`src/rtl/imm_ext_stage.sv`:
```
// RV32I decode-stage immediate extractor with a 2-entry valid/ready skid buffer toward EX.
// Each entry carries the extended immediate, format code, PC and an illegal-opcode flag.
package imm_ext_stage_pkg;

  localparam int unsigned XLEN  = 32;
  localparam int unsigned FMT_W = 3;

  localparam logic [FMT_W-1:0] FMT_R   = 3'd0;
  localparam logic [FMT_W-1:0] FMT_I   = 3'd1;
  localparam logic [FMT_W-1:0] FMT_S   = 3'd2;
  localparam logic [FMT_W-1:0] FMT_B   = 3'd3;
  localparam logic [FMT_W-1:0] FMT_U   = 3'd4;
  localparam logic [FMT_W-1:0] FMT_J   = 3'd5;
  localparam logic [FMT_W-1:0] FMT_ILL = 3'd7;

  localparam logic [6:0] OPC_OP_IMM = 7'b0010011;
  localparam logic [6:0] OPC_LOAD   = 7'b0000011;
  localparam logic [6:0] OPC_JALR   = 7'b1100111;
  localparam logic [6:0] OPC_SYSTEM = 7'b1110011;
  localparam logic [6:0] OPC_STORE  = 7'b0100011;
  localparam logic [6:0] OPC_BRANCH = 7'b1100011;
  localparam logic [6:0] OPC_LUI    = 7'b0110111;
  localparam logic [6:0] OPC_AUIPC  = 7'b0010111;
  localparam logic [6:0] OPC_JAL    = 7'b1101111;
  localparam logic [6:0] OPC_OP     = 7'b0110011;

  typedef struct packed {
    logic [XLEN-1:0]  imm;
    logic [FMT_W-1:0] fmt;
    logic [XLEN-1:0]  pc;
    logic             illegal;
  } entry_t;

endpackage

module imm_ext_stage
  import imm_ext_stage_pkg::*;
#(
  parameter int unsigned XLEN = 32
) (
  input  logic            CLK,
  input  logic            RESET,
  input  logic            IN_VALID,
  output logic            IN_READY,
  input  logic [XLEN-1:0] IN_INSTR,
  input  logic [XLEN-1:0] IN_PC,
  input  logic            FLUSH,
  output logic            OUT_VALID,
  input  logic            OUT_READY,
  output logic [XLEN-1:0] OUT_IMM,
  output logic [2:0]      OUT_FMT,
  output logic [XLEN-1:0] OUT_PC,
  output logic            OUT_ILLEGAL
);

  typedef enum logic [1:0] {
    EMPTY = 2'd0,
    ONE   = 2'd1,
    FULL  = 2'd2
  } cnt_e;

  cnt_e   state_q, state_d;
  entry_t head_q, head_d;
  entry_t tail_q, tail_d;
  entry_t dec;
  logic   in_ready_q, in_ready_d;
  logic   out_valid_q, out_valid_d;
  logic   push, pop;
  logic [6:0] opcode;
  logic [2:0] funct3;
  logic       sgn;

  assign opcode = IN_INSTR[6:0];
  assign funct3 = IN_INSTR[14:12];
  assign sgn    = IN_INSTR[31];

  // Input-side decode: format classification and immediate extension.
  always_comb begin
    dec         = '0;
    dec.pc      = IN_PC;
    dec.fmt     = FMT_ILL;
    dec.illegal = 1'b0;
    case (opcode)
      OPC_OP_IMM: begin
        dec.fmt = FMT_I;
        if (funct3 == 3'b001 || funct3 == 3'b101)
          dec.imm = {27'b0, IN_INSTR[24:20]};
        else
          dec.imm = {{20{sgn}}, IN_INSTR[31:20]};
      end
      OPC_LOAD, OPC_JALR, OPC_SYSTEM: begin
        dec.fmt = FMT_I;
        dec.imm = {{20{sgn}}, IN_INSTR[31:20]};
      end
      OPC_STORE: begin
        dec.fmt = FMT_S;
        dec.imm = {{20{sgn}}, IN_INSTR[31:25], IN_INSTR[11:7]};
      end
      OPC_BRANCH: begin
        dec.fmt = FMT_B;
        dec.imm = {{19{sgn}}, sgn, IN_INSTR[7], IN_INSTR[30:25], IN_INSTR[11:8], 1'b0};
      end
      OPC_LUI, OPC_AUIPC: begin
        dec.fmt = FMT_U;
        dec.imm = {IN_INSTR[31:12], 12'b0};
      end
      OPC_JAL: begin
        dec.fmt = FMT_J;
        dec.imm = {{11{sgn}}, sgn, IN_INSTR[19:12], IN_INSTR[20], IN_INSTR[30:21], 1'b0};
      end
      OPC_OP: begin
        dec.fmt = FMT_R;
      end
      default: begin
        dec.fmt     = FMT_ILL;
        dec.illegal = 1'b1;
      end
    endcase
  end

  assign push = IN_VALID & in_ready_q;
  assign pop  = out_valid_q & OUT_READY;

  // Occupancy next-state; the head register is the output, the tail is the skid slot.
  always_comb begin
    state_d = state_q;
    head_d  = head_q;
    tail_d  = tail_q;
    if (FLUSH) begin
      state_d = EMPTY;
      head_d  = '0;
      tail_d  = '0;
    end else begin
      case (state_q)
        EMPTY: begin
          if (push) begin
            head_d  = dec;
            state_d = ONE;
          end
        end
        ONE: begin
          case ({push, pop})
            2'b11: head_d = dec;
            2'b10: begin
              tail_d  = dec;
              state_d = FULL;
            end
            2'b01: state_d = EMPTY;
            default: state_d = ONE;
          endcase
        end
        FULL: begin
          // IN_READY is low here, so only a pop can occur.
          if (pop) begin
            head_d  = tail_q;
            state_d = ONE;
          end
        end
        default: state_d = EMPTY;
      endcase
    end
    out_valid_d = (state_d != EMPTY);
    in_ready_d  = (state_d != FULL);
  end

  always_ff @(posedge CLK) begin
    if (RESET) begin
      state_q     <= EMPTY;
      head_q      <= '0;
      tail_q      <= '0;
      in_ready_q  <= 1'b1;
      out_valid_q <= 1'b0;
    end else begin
      state_q     <= state_d;
      head_q      <= head_d;
      tail_q      <= tail_d;
      in_ready_q  <= in_ready_d;
      out_valid_q <= out_valid_d;
    end
  end

  assign IN_READY    = in_ready_q;
  assign OUT_VALID   = out_valid_q;
  assign OUT_IMM     = head_q.imm;
  assign OUT_FMT     = head_q.fmt;
  assign OUT_PC      = head_q.pc;
  assign OUT_ILLEGAL = head_q.illegal;

endmodule

```
`config.mk`:
```
export PLATFORM = sky130hd
export DESIGN_NAME = imm_ext_stage
export DESIGN_NICKNAME = d
export VERILOG_FILES = /design/src/rtl/imm_ext_stage.sv
export SDC_FILE = /design/constraint.sdc
export NUM_CORES = 1
export LEC_CHECK = 0
export ABC_AREA = 1
export CAP_MARGIN = 0
export CORE_ASPECT_RATIO = 0.5
export CORE_UTILIZATION = 45
export CTS_CLUSTER_DIAMETER = 80
export DETAILED_ROUTE_END_ITERATION = 10
export GPL_TIMING_DRIVEN = 0
export PLACE_DENSITY_LB_ADDON = 0.05
export SLEW_MARGIN = 10
export SYNTH_ARGS = -nofsm -noshare
export SYNTH_HDL_FRONTEND = slang
export SYNTH_SLANG_ARGS = --single-unit
```
`constraint.sdc`:
```
create_clock -name CLK -period 1.4 [get_ports CLK]
set_input_delay 0.14 -clock CLK [delete_from_list [all_inputs] [get_ports CLK]]
set_output_delay 0.14 -clock CLK [all_outputs]
set_load 0.02 [all_outputs]
```
==> Word level (Yosys, flattened, before mapping) <==
Index checks and enable logic that the tools add are counted.
{ "totals": {"out_inout_bits": 70, "ram_bits": 0, "romBits": 0, "mem_count": 0, "latch_bits": 0, "word_cells": 58, "inputBits": 69, "reg_bits": 140} }
{ "op_classes": {"n_eq_ne": 21, "n_mux": 13, "shift": 0, "n_div": 0, "n_mul": 0, "n_reduce_logical": 11, "order_cmp": 0, "n_addsub": 0, "bitwise_logic": 2} }
{ "ops": {"columns": ["op", "count"], "rows": [
  ["2-to-1 mux 68 bit", 3],
  ["one-hot mux 68 bit (3 select lines)", 1],
  ["one-hot mux 32 bit (6 select lines)", 1],
  ["2-to-1 mux 32 bit", 1],
  ["equality test 7 bit (second input constant)", 4],
  ["equality test 7 x 6 -> 1 bit (second input constant)", 3],
  ["one-hot mux 3 bit (6 select lines)", 1],
  ["equality test 7 x 5 -> 1 bit (second input constant)", 2],
  ["one-hot mux 2 bit (3 select lines)", 2],
  ["OR reduction 10 bit", 1],
  ["equality test 7 x 2 -> 1 bit (second input constant)", 1],
  ["equality test 2 bit (second input constant)", 3],
  ["2-to-1 mux 2 bit", 3],
  ["!= test 2 bit (second input constant)", 3],
  ["equality test 2 x 1 -> 1 bit (second input constant)", 2],
  ["AND reduction 4 bit", 1],
  ["OR reduction 2 bit", 2],
  ["OR reduction 4 bit", 1],
  ["equality test 3 x 1 -> 1 bit (second input constant)", 1],
  ["equality test 3 bit (second input constant)", 1],
  ["nonzero test 3 bit", 1],
  ["OR reduction 3 bit", 1],
  ["AND 1 bit", 2],
  ["zero test 2 bit", 1],
  ["5 further kinds", 5]
]} }

==> Depth between registers and ports, before layout <==
{ "logic_depth": {"depth_word": 6, "depth_mapped": 10, "ltp_nobuf": 10} }

==> Worst setup path after synthesis <==
OpenSTA, ideal clock, no wires.
{ "synth_timing": {"path_kind": "register to register", "from": "reg in_ready_q (netlist: IN_READY)", "to": "reg tail_q[36] in the netlist's numbering", "path_stages_with_launch": 9, "setup_slack_ps": 12, "n_path_buf": 2, "arrival_ps": 1330, "setup_time_ps": 57, "t_required_ps": 1343, "period_less_slack_ps": 1388, "cell_sequence": "dfxtp_1 -> nand2_1 -> nor3_4 -> buf_4 -> buf_6 -> nor2_1 -> nor2_1 -> o21ai_0 -> inv_1"} }
{ "synth_between": {"elab_chain_len": 3} }
{ "synth_lines": {"columns": ["item", "line", "rtl"], "rows": [
  ["start, declared", "66", "logic in_ready_q, in_ready_d;"],
  ["start signal, assigned", "177", "in_ready_q <= in_ready_d;"],
  ["AND 1 bit", "121", "assign push = IN_VALID & in_ready_q;"],
  ["equality test 2 bit", "142", "case ({push, pop})"],
  ["AND reduction 2 bit (no line)", null, null],
  ["end signal, assigned", "176", "tail_q <= tail_d;"],
  ["end, declared", "64", "entry_t tail_q, tail_d;"]
]} }
No other way between the ends.
A chain may end at the register's enable or synchronous reset.

==> Final worst setup path <==
{ "layout_timing": {"from": "reg state_q[0]", "to": "reg tail_q[37] in the netlist's numbering"} }
{ "layout_between": {"elab_chain_len": 2} }
{ "layout_lines": {"columns": ["item", "line", "rtl"], "rows": [
  ["start, declared", "62", "cnt_e state_q, state_d;"],
  ["start signal, assigned", "174", "state_q <= state_d;"],
  ["equality test 2 x 1 -> 1 bit", "134", "case (state_q)"],
  ["AND reduction 2 bit (no line)", null, null]
]} }
No other way between the ends.

==> impl_metrics.json <==
{
  "cellLeakagePower_nw": 4.54,
  "r2r-start": "state_q[0]$_SDFF_PP0_",
  "design.core.area_um2": 13600,
  "hold_slack_ns": 0.316,
  "ant_nets": 0,
  "postSynthRegisterBits": 140,
  "status": "finished, violations left",
  "post_route_utilization_pct": 72.2,
  "tritoncts": "built",
  "hp-start": "IN_INSTR[6]",
  "finalMaxSlewViolations": 0,
  "grt_first_pass_wirelength_um": 30300,
  "violations_in_the_final_reports": "setup timing",
  "power.combinational.fraction_pct": 14.5,
  "post-route-period-util_pct": 107,
  "clkSlewWorstSetupHoldPaths_ns": 0.06,
  "timing.critical_path.fanout_max": 8,
  "die-area_um2": 14400,
  "clock_sinks": 140,
  "max_clock_freq_ghz": 0.665,
  "grt_overflow_total": 0,
  "synth_seq_area_share_pct": 44.7,
  "synthesis.nets": 947,
  "hold-path-cell-count": 6,
  "worst_slew_margin_rel_pct": 56.0,
  "timing.reg2reg.setup_slack_ns": -0.10,
  "num_vias": 6724,
  "max-vdd-ir-drop_uv": 896,
  "place_hpwl_um": 13000,
  "critical-path-max-stage-delay_ns": 0.41,
  "timing.hold.worst_endpoint": "OUT_IMM[0]$_SDFFE_PP0P_",
  "vias_in_the_first_global_route": 6022,
  "power_report.internal_total_w": 0.00763,
  "synth_top_area_share_pct": 44.7,
  "cts-buffers-inserted": 17,
  "final.setup_skew_ns": 0.00971,
  "worst-endpoint-required_ns": 1.72,
  "synthTopCellsByArea": "sky130_fd_sc_hd__dfxtp_1 45%, sky130_fd_sc_hd__a21oi_1 9.9%, sky130_fd_sc_hd__o21ai_0 8.1%",
  "power_frac_seq_pct": 40.0,
  "cts_root_buffer": "sky130_fd_sc_hd__clkbuf_16",
  "layout-drive-gt1-share_pct": 24.9,
  "post-synth-top-area-cell": "sky130_fd_sc_hd__dfxtp_1",
  "grt_max_degree": 17,
  "max_slew.worst_pin.slew_ns": 0.661,
  "synthFlopType": "sky130_fd_sc_hd__dfxtp_1",
  "finalSetupViolations": 95,
  "clock_power_share_pct": 45.5,
  "standard_cell_row_count": 30,
  "setup.worst_path.class": "reg -> reg",
  "groute.usage.overall_pct": 26.7,
  "path_buf_inv": 5,
  "dpl_worst_slack_ns": -0.760,
  "post-route-worst-setup-slack_ns": -0.104,
  "width_of_the_chip_um": 169,
  "antenna-diode-count": 0,
  "port-buffer-count": 138,
  "worstPathArrival_ns": 1.82,
  "syn_area_per_cell_um2": 7.15,
  "post_cts_hold_buffer_count": 0,
  "number_of_remaining_drc_errors": 0,
  "report.final.hold_viol_count": 0,
  "cp_slowest_cell": "sky130_fd_sc_hd__dfxtp_4",
  "drt-pass1-iter-count": 5,
  "pwr_density_cell_nw_per_um2": 1070,
  "worst_setup_sp_type": "register",
  "yosysWarnings": 0,
  "grt_setup_unrepaired": "true",
  "power.switching_w": 0.00283,
  "endpoint_kind": "register",
  "chipHeight_um": 85.5,
  "final_period_minus_worst_setup_slack_ns": 1.50,
  "post_drt_wl_per_cell_um": 16.4,
  "syn-cell-area_um2": 6270,
  "drv_cap": 0,
  "rr_endpoint": "tail_q[37]$_SDFFE_PP0P_",
  "i_o_pins": 139,
  "syn_to_final_growth_pct": 56.4,
  "starting_density_pct": 46.2,
  "clk-insertion-delay-late_ns": 0.42,
  "synthesized_instance_count": 878,
  "synth-edff-count": 0,
  "reg2reg_depth": 8,
  "critical-path-top-cell-by-count": "sky130_fd_sc_hd__buf_12",
  "min-delay-path-class": "in -> reg",
  "nets_finish": 1141,
  "crit_path_cell_trace": "nand2_4 > nor3_4 > buf_6 > buf_12 > buf_12 > buf_12 > a21o_1 > inv_2",
  "routabilityCongestion": 0.900,
  "cts_htree_levels": 4,
  "netSwitchingFraction_pct": 27.0,
  "routed_wl_um": 21000,
  "routed_via_density": 5.27,
  "synth_cell_type_count": 27,
  "drt_iter0_markers": 506,
  "synthArstFlopShare_pct": 0,
  "fillCellCount": 1088,
  "critPathTopFamily": "buffers and inverters",
  "cts_max_path_buffers": 2,
  "grt_antenna_before_repair": 0
}
-- power groups by stage --
| stage | logic [W] | registers, W | clock network (W) |
|---|---|---|---|
| CTS | 0.00122 | 0.00417 | 0.00478 |
| global placement | 0.00119 | 0.00426 | 0 |
| detailed placement | 0.00120 | 0.00426 | 0 |
| finish | 0.00151 | 0.00419 | 0.00476 |
| global route | 0.00161 | 0.00420 | 0.00497 |
| floorplan | 0.000501 | 0.00437 | 0 |
-- routing by layer --
layer / track usage, % / up-vias / share of wire (%)
li1: - / 3302 / -
met1: 36.7 / 3132 / 47
met2: 43.5 / 261 / 46
met3: 5.86 / 29 / 6.6
met4: 5.81 / 0 / 1.2
met5: 0 / - / 0
-- Yosys cell counts, types with 5 or more instances --
library cell	n
sky130_fd_sc_hd__a21oi_1	124
sky130_fd_sc_hd__a31oi_1	33
sky130_fd_sc_hd__buf_2	17
sky130_fd_sc_hd__buf_4	7
sky130_fd_sc_hd__buf_6	6
sky130_fd_sc_hd__clkbuf_1	25
sky130_fd_sc_hd__dfxtp_1	140
sky130_fd_sc_hd__inv_1	74
sky130_fd_sc_hd__inv_2	7
sky130_fd_sc_hd__nand2_1	132
sky130_fd_sc_hd__nand2_2	22
sky130_fd_sc_hd__nand3_1	16
sky130_fd_sc_hd__nor2_1	107
sky130_fd_sc_hd__nor2_2	5
sky130_fd_sc_hd__o21ai_0	102
sky130_fd_sc_hd__o21ai_1	37
-- area by class of cell --
cell class,instances,area [µm²],share of cell area [%]
inverter,82,337,3.43
buffer,57,614,6.26
tap,192,240,2.45
multi-input combinational,596,3310,33.8
clock inverter,14,183,1.86
sequential,140,2810,28.7
timing repair inverter,2,18.8,0.191
clock buffer,18,429,4.37
timing repair buffer,176,1870,19.0
-- what timing repair did --
| action | in CTS | in global routing |
|---|---|---|
| gates cloned | 3 | 13 |
| buffers inserted | 11 | 15 |
| resized for setup | 145 | 269 |
| setup endpoints to repair | 205 | 138 |
| pin swaps | 5 | 39 |
-- cell usage in the layout (no fill, tap or decap), drive strengths merged, types with 4 or more instances in the layout --
master	Yosys	routed
dlygate4sd2	0	71
clkinvlp	0	5
buf	33	67
a21oi	124	124
nor2	116	116
o21ai	141	141
clkbuf	27	46
nand2	154	154
inv	82	87
dfxtp	140	140
a31oi	33	33
a21o	4	4
nand3	19	19
dlymetal6s2s	0	4
clkdlybuf4s50	0	63
-- how the worst max path moves through the flow --
| stage | endpoint | cells past startpoint | startpoint |
|---|---|---|---|
| after floorplan | tail_q[36]$_SDFFE_PP0P_ | 8 | IN_READY$_SDFF_PP1_ |
| after global placement | OUT_IMM[23]$_SDFFE_PP0P_ | 6 | FLUSH |
| after detailed placement | OUT_IMM[23]$_SDFFE_PP0P_ | 6 | FLUSH |
| after CTS | OUT_PC[20]$_SDFFE_PP0P_ | 8 | OUT_VALID$_SDFF_PP0_ |
| after global routing | tail_q[37]$_SDFFE_PP0P_ | 8 | state_q[0]$_SDFF_PP0_ |
| final | tail_q[37]$_SDFFE_PP0P_ | 8 | state_q[0]$_SDFF_PP0_ |
-- stage by stage --
stage,instances,area (µm²),power [W],TNS (ns)
3_5_place_dp,1208,7900,0.00546,-69.39
6_report,1277,9810,0.0105,-3.28
4_1_cts,1252,8700,0.0102,-0.00248
5_1_grt,1277,9810,0.0108,-10.61
2_1_floorplan,878,6270,0.00487,0
3_3_place_gp,1208,7900,0.00545,-66.02
-- cell families after synthesis --
group,count (synthesis),share of synthesized area [%]
AND/OR/NAND/NOR,294,20.2
buffers and inverters,142,10.1
AO/OA/AOI/OAI,302,25.0
flip-flops,140,44.7
-- flip-flops by register name, indices dropped and copies added (netlist names) --
name,cells
tail_q,68
OUT_IMM,32
OUT_PC,32
OUT_FMT,3
state_q,2
IN_READY,1
OUT_ILLEGAL,1
OUT_VALID,1
-- worst reg2reg max path, stage by stage, from the launching register on --
cell and delay, ns:
sky130_fd_sc_hd__dfxtp_4 0.41, sky130_fd_sc_hd__nand2_4 0.07, sky130_fd_sc_hd__nor3_4 0.20, sky130_fd_sc_hd__buf_6 0.15
sky130_fd_sc_hd__buf_12 0.15, sky130_fd_sc_hd__buf_12 0.17, sky130_fd_sc_hd__buf_12 0.12, sky130_fd_sc_hd__a21o_1 0.11
sky130_fd_sc_hd__inv_2 0.03
(Power assumes the default switching activity.)
